File: src/rtl/parity_pkg.sv
// Shared definitions for the parity transmit/check datapath.
package parity_pkg;

  typedef enum logic [1:0] {
    IDLE   = 2'd0,
    DATA   = 2'd1,
    PARITY = 2'd2
  } tx_state_e;

  // Parity-sense selectors shared with the matching checker.
  localparam bit EVEN = 1'b0;
  localparam bit ODD  = 1'b1;

endpackage

File: src/rtl/parity_calc.sv
// Reduction-XOR parity over a word with even/odd sense select.
module parity_calc
  import parity_pkg::*;
#(
  parameter int WIDTH      = 16,
  parameter bit ODD_PARITY = EVEN
) (
  input  logic [WIDTH-1:0] data_i,
  output logic             parity_o
);

  // Bit that makes the total ones count of {data, parity} even or odd.
  assign parity_o = (^data_i) ^ ODD_PARITY;

endmodule

File: src/rtl/parity_serial_tx.sv
// Serialises a word LSB-first followed by one parity bit, valid/ready on both sides.
module parity_serial_tx
  import parity_pkg::*;
#(
  parameter int WIDTH      = 16,
  parameter bit ODD_PARITY = EVEN
) (
  input  logic             clk,
  input  logic             rst_n,
  input  logic [WIDTH-1:0] data_in,
  input  logic             in_valid,
  output logic             in_ready,
  output logic             tx_bit,
  output logic             tx_valid,
  input  logic             tx_ready,
  output logic             tx_last,
  output logic             busy
);

  localparam int             CW       = $clog2(WIDTH);
  localparam logic [CW-1:0]  LAST_IDX = CW'(WIDTH - 1);

  tx_state_e        state_q;
  logic [WIDTH-1:0] shift_q;
  logic [CW-1:0]    cnt_q;
  logic             par_q;
  logic             par_d;
  logic             accept;
  logic             xfer;

  parity_calc #(
    .WIDTH      (WIDTH),
    .ODD_PARITY (ODD_PARITY)
  ) u_calc (
    .data_i   (data_in),
    .parity_o (par_d)
  );

  // Ready during the parity beat only if that beat leaves this cycle, giving zero-bubble frames.
  assign in_ready = (state_q == IDLE) || ((state_q == PARITY) && tx_ready);
  assign accept   = in_valid && in_ready;
  assign xfer     = tx_valid && tx_ready;

  assign tx_valid = (state_q != IDLE);
  assign busy     = (state_q != IDLE);
  assign tx_last  = (state_q == PARITY);
  assign tx_bit   = (state_q == PARITY) ? par_q :
                    (state_q == DATA)   ? shift_q[0] : 1'b0;

  always_ff @(posedge clk) begin
    if (!rst_n) begin
      state_q <= IDLE;
      shift_q <= '0;
      cnt_q   <= '0;
      par_q   <= 1'b0;
    end else begin
      case (state_q)
        IDLE: begin
          if (accept) begin
            shift_q <= data_in;
            par_q   <= par_d;
            cnt_q   <= '0;
            state_q <= DATA;
          end
        end
        DATA: begin
          if (xfer) begin
            shift_q <= shift_q >> 1;
            if (cnt_q == LAST_IDX) begin
              cnt_q   <= '0;
              state_q <= PARITY;
            end else begin
              cnt_q <= cnt_q + CW'(1);
            end
          end
        end
        PARITY: begin
          if (xfer) begin
            if (accept) begin
              shift_q <= data_in;
              par_q   <= par_d;
              cnt_q   <= '0;
              state_q <= DATA;
            end else begin
              state_q <= IDLE;
            end
          end
        end
        default: state_q <= IDLE;
      endcase
    end
  end

endmodule

File: config.mk
export PLATFORM = sky130hd
export DESIGN_NAME = parity_serial_tx
export DESIGN_NICKNAME = d
export VERILOG_FILES = /design/src/rtl/parity_pkg.sv /design/src/rtl/parity_calc.sv /design/src/rtl/parity_serial_tx.sv
export SDC_FILE = /design/constraint.sdc
export NUM_CORES = 1
export LEC_CHECK = 0
export BUFFER_PORTS_ARGS = -buffer_cell sky130_fd_sc_hd__buf_2
export CAP_MARGIN = 25
export CORE_MARGIN = 2
export CORE_UTILIZATION = 57
export CTS_CLUSTER_DIAMETER = 80
export DETAILED_ROUTE_END_ITERATION = 6
export PLACE_DENSITY = 0.85
export SLEW_MARGIN = 20
export SYNTH_ARGS = -nofsm -noshare
export SYNTH_HDL_FRONTEND = slang
export SYNTH_SLANG_ARGS = --single-unit
File: constraint.sdc
create_clock -name clk -period 3.21 [get_ports clk]
set_input_delay 0.321 -clock clk [delete_from_list [all_inputs] [get_ports clk]]
set_output_delay 0.321 -clock clk [all_outputs]
set_load 0.05 [all_outputs]
* Word level (Yosys, flattened, before mapping)
Cells that the tools add are included.
** Cells by class
- Add/subtract/negate cells :: 1
- Equal/unequal tests :: 7
- Muxes and demuxes :: 20
- Reductions and logical operators :: 12
** Operators with widths (count)
- 2-to-1 mux 16 bit :: 3
- case mux 16 bit (3 select lines) :: 1
- 2-to-1 mux 4 bit :: 4
- XOR reduction 16 bit :: 1
- case mux 4 bit (3 select lines) :: 1
- 2-to-1 mux 2 bit :: 4
- case mux 2 bit (3 select lines) :: 1
- 2-to-1 mux 1 bit :: 5
- adder 4 x 1 -> 4 bit (second input constant) :: 1
- == test 4 bit (second input constant) :: 1
- != test 2 x 1 -> 1 bit (second input constant) :: 2
- != test 2 bit (second input constant) :: 2
- AND reduction 4 bit :: 1
- nonzero test 2 bit :: 2
- logical AND 1 bit :: 3
- AND reduction 3 bit :: 1
- nonzero test 3 bit :: 1
- == test 2 x 1 -> 1 bit (second input constant) :: 1
- == test 2 bit (second input constant) :: 1
- logical NOT 2 bit :: 1
- case mux 1 bit (2 select lines) :: 1
- AND reduction 2 bit :: 1
- logical OR 1 bit :: 1
** Word-level totals
- Bits in registers :: 23
- Bits of input ports :: 20
- Output and inout bits :: 5
- Logic and storage cells :: 44

* Longest topological paths before layout
- Word-level depth :: 7
- Depth in mapped cells :: 8
- Depth with buffers taken out :: 5

* By module
Synthesis repeated with hierarchy kept, for this count alone.
** Second synthesis, totals
- Cell total of the unflattened synthesis :: 151
- Area, all modules :: 1271.2 µm²
** Modules (own cells, without submodules)
- parity_serial_tx :: instances 1, cells an instance 136, area an instance 1139.8 µm², sequential area each 460.4 µm²
- parity_calc :: instances 1, cells an instance 15, area an instance 131.4 µm², sequential area each 0.0 µm²

* Least setup slack after synthesis
OpenSTA, ideal clock, no wires.
- Path kind :: register -> output
- Start point :: reg state_q[0]
- End point :: out tx_bit
- Data arrival time :: 1.769 ns
- Data required time :: 2.889 ns
- Setup slack :: 1.120 ns
- Cell stages (with the launch flop) :: 4
- Buffers on the path :: 1
- Path through :: dfxtp_1 > buf_4 > nor2b_1 > a22o_1
** On the way
- Elaborated cells between the ends (all ways) :: 4
- Classes of those cells :: eq/ne (2); mux (2)
** RTL lines
- start: declaration :: line parity_serial_tx.sv:23 : tx_state_e state_q;
- start signal: assignment :: line parity_serial_tx.sv:52 : state_q <= IDLE;
- start signal: assignment :: line parity_serial_tx.sv:63 : state_q <= DATA;
- start signal: assignment :: line parity_serial_tx.sv:71 : state_q <= PARITY;
- == test 2 bit
- via tx_last :: line parity_serial_tx.sv:16 : output logic tx_last,
- 2-to-1 mux 1 bit :: line parity_serial_tx.sv:47 : assign tx_bit = (state_q == PARITY) ? par_q :
- end: declaration :: line parity_serial_tx.sv:13 : output logic tx_bit,
The timed path passes the listed nets, and every way through them passes these cells.

* Final worst setup path
- Start point :: reg state_q[0]
- End point :: reg shift_q[0]
** On the way
- Word-level cells in the longest chain between the ends :: 7
- Elaborated cells between the ends (all ways) :: 15
- Classes of those cells :: eq/ne (4); mux (3); reduce/logical (8)
** Ends and longest elaborated chain
- == test 2 bit :: line parity_serial_tx.sv:40, parity_serial_tx.sv:57
- logical AND 1 bit :: line parity_serial_tx.sv:40 : assign in_ready = (state_q == IDLE) || ((state_q == PARITY) && tx_ready);
- logical OR 1 bit :: line parity_serial_tx.sv:40
- logical AND 1 bit :: line parity_serial_tx.sv:41 : assign accept = in_valid && in_ready;
- 2-to-1 mux 16 bit (2 in series)
- case mux 16 bit (3 select lines) :: line parity_serial_tx.sv:57 : case (state_q)
- end signal: assignment :: line parity_serial_tx.sv:60 : shift_q <= data_in;
- end signal: assignment :: line parity_serial_tx.sv:68 : shift_q <= shift_q >> 1;
- end signal: assignment :: line parity_serial_tx.sv:80 : shift_q <= data_in;
- end: declaration :: line parity_serial_tx.sv:24 : logic [WIDTH-1:0] shift_q;
Parallel ways exist; a longest one is shown, timed or not. The select of a mux whose other input is x is not followed.
A chain may end at the register's enable or synchronous reset.

==> results.py <==
metrics = {
    "status": {
        "status": "finished clean",
    },
    "synthesis": {
        "yosysSeqAreaShare": 0.371,
        "ys_ff_latch": 23,
        "yosys.area.top_type": "dfxtp_1",
        "synthArstFlopShare": 0,
        "synthAdderAreaFrac": 0.0101,
        "syn_inst": 152,
        "synth_area_sq_um": 1240,
        "synthTopCellsByArea": "dfxtp_1 (37%), nand2_1 (10%), a311oi_1 (9.9%), xnor2_1 (9.2%), nor2_1 (6.7%)",
        "synth_top_area_frac": 0.371,
        "synth_compound_area_frac": 0.191,
        "yosysMostFrequentCell": "nand2_1",
        "synth_common_cells": "nand2_1 (33), dfxtp_1 (23), nor2_1 (22), a311oi_1 (14), xnor2_1 (13)",
        "synth_top_family_by_area": "simple AND/OR/NAND/NOR gates",
        "synth_ff_type": "dfxtp_1",
        "synth-xor-area-share": 0.106,
        "synth_mux_area_frac": 0.0172,
        "avgSynthCellArea_sq_um": 8.16,
        "synth_nets": 173,
        "synth_warnings": 0,
        "synth_cell_types": 33,
        "synth_edf_count": 0,
        "synth-simple-area-share": 0.233,
    },
    "pwr": {
        "p_per_area_nw_per_um2": 495,
        "cellLeakagePower_uw": 0.000550,
        "seq_power_share": 0.499,
        "ir_worst_vdd_v": 0.000279,
        "switchingPower_uw": 225,
        "p_sw_frac": 0.335,
        "p_comb_frac": 0.310,
        "p_int_uw": 447,
        "clkPwrFrac": 0.190,
    },
    "job": {
        "maxCapViolations": 0,
    },
    "sta": {
        "skew_ps": 6.26,
        "period_needed_ps": 2060,
        "period_share": 0.642,
        "max_clock_freq_mhz": 485,
        "setup_viol": 0,
        "hold_violations": 0,
        "slew_headroom": 0.433,
        "grt_setup_unrepaired": "false",
        "worstMarginPinSlew_ps": 845,
        "setup_ws_ps": 1150,
        "final_max_slew_viol_count": 0,
        "finalSetupTns_ps": 0,
    },
    "worst_setup_path": {
        "critPathLaunchType": "flop",
        "end_kind": "flop",
        "critPathKind": "flop to flop",
        "r2r_setup_slack_ps": 1150,
        "required_ps": 3420,
        "cp.arrival_ps": 2270,
        "worst-path-max-fanout": 22,
    },
    "floorplan": {
        "die_h_um": 50.6,
        "ioPinCount": 25,
        "core.rowCount": 16,
        "initial_core_util": 0.619,
        "die_area_sq_um": 2560,
        "die_w_um": 50.6,
        "core-area_sq_um": 2000,
    },
    "clock_tree": {
        "worstSkewPairLatency_ps": 300,
        "cts_buffer_depth": 2,
        "cts-buffers-inserted": 3,
        "numClockSinks": 23,
        "cts_resized": 0,
        "cts.reportedPaths.clkPinSlew_ps": 120,
        "htreeDepth": 1,
        "root_buffer": "clkbuf_4",
        "post_cts_buffers": 0,
        "cts_tree": "built",
        "postCtsHoldBufs": 0,
    },
    "finish": {
        "drive_gt1_frac": 0.206,
        "syn2layout_area_growth_pct": 9.49,
        "nNetsFinal": 192,
        "utilization": 0.678,
        "design_area_sq_um": 1360,
        "num_antenna_cells": 0,
    },
    "grt": {
        "grt_use_total": 0.217,
        "grt_max_degree": 23,
        "gr-total-overflow": 0,
        "grt_pass1_vias": 1009,
        "grt_pass1_wl_um": 4400,
        "antenna_found_initial": 0,
    },
    "hold_path": {
        "hold_path.class": "input pin to flop",
    },
    "routing": {
        "drt-vias-per-instance": 5.61,
        "first_pass_iters": 4,
        "avgRoutedWirePerCell_um": 12.7,
        "antenna_left": 0,
        "vias": 1106,
        "drc": 0,
        "drt-total-wl_um": 2490,
        "drt_iter0_drc": 29,
    },
    "placement": {
        "port_buffers": 24,
        "place_hpwl_um": 1860,
        "gp_congestion": 0.838,
        "dpl-instance-area_sq_um": 1330,
        "post-place-ws_ps": 1210,
    },
}
[cell families (layout without fill, tap and decap cells)]
| family | count (synthesis) | in the layout |
|---|---|---|
| mux | 2 | 2 |
| simple gates | 68 | 68 |
| compound gates | 28 | 28 |
| fa+ha+maj | 1 | 1 |
| xor+xnor | 15 | 15 |
| buf+inv | 15 | 33 |
| flops | 23 | 23 |
[worst max-delay path: stages, from the launching register on]
cell and delay [ps]:
dfxtp_1 500, mux2i_1 130, o2bb2ai_2 690, buf_4 340, nor2_1 60, a311oi_1 250
[final cells by class]
type	count	area (sq um)
fill	177	644
multi-input combinational	114	691
clock buffer	4	26.3
inverter	3	11.3
timing repair buffer	26	135
tap	27	33.8
sequential	23	460
[registers in the layout, indices dropped and copies added, names as in the netlist]
register / flops
cnt_q: 4
par_q: 1
state_q: 2
shift_q: 16
[layer usage]
| metal | vias to the layer above | share of wire | track usage |
|---|---|---|---|
| met5 | - | 0 | 0 |
| met1 | 530 | 0.45 | 0.290 |
| met4 | 0 | 0.0040 | 0.0541 |
| met3 | 2 | 0.045 | 0.0327 |
| met2 | 21 | 0.50 | 0.368 |
| li1 | 553 | - | - |
[metrics by stage]
| stage | power [uW] | hold WS, ps | std cells |
|---|---|---|---|
| CTS | 674 | 254 | 197 |
| detailed placement | 550 | 470 | 193 |
| floorplan | 510 | 439 | 152 |
| global placement | 542 | 461 | 193 |
| global route | 715 | 252 | 197 |
| finish | 671 | 260 | 197 |
[power groups by stage]
stage / logic (uW) / registers (uW) / clock network [uW]
floorplan: 175 / 335 / 0
global placement: 201 / 341 / 0
detailed placement: 208 / 342 / 0
CTS: 208 / 335 / 131
global route: 230 / 340 / 146
finish: 208 / 335 / 128
[path summary, 6_finish.rpt]
kind,startpoint,end,cells after the start
worst max-delay path,state_q[0],shift_q[0],5
worst min-delay path,rst_n,cnt_q[3],2
worst max register to register,state_q[0],shift_q[0],5
worst min register to register,shift_q[9],shift_q[8],2
[cell usage in the layout (no fill, tap or decap), types with 2 or more instances in the layout]
cell type / netlist / final
a21oi_1: 3 / 3
a311oi_1: 14 / 14
buf_2: 5 / 24
buf_4: 3 / 2
clkbuf_4: 0 / 3
dfxtp_1: 23 / 23
inv_1: 3 / 3
nand2_1: 33 / 33
nand2b_1: 2 / 2
nor2_1: 22 / 22
nor2b_1: 5 / 5
o21ai_0: 2 / 2
xnor2_1: 13 / 13
xor2_1: 2 / 2
Power figures use the tool's default switching activity.
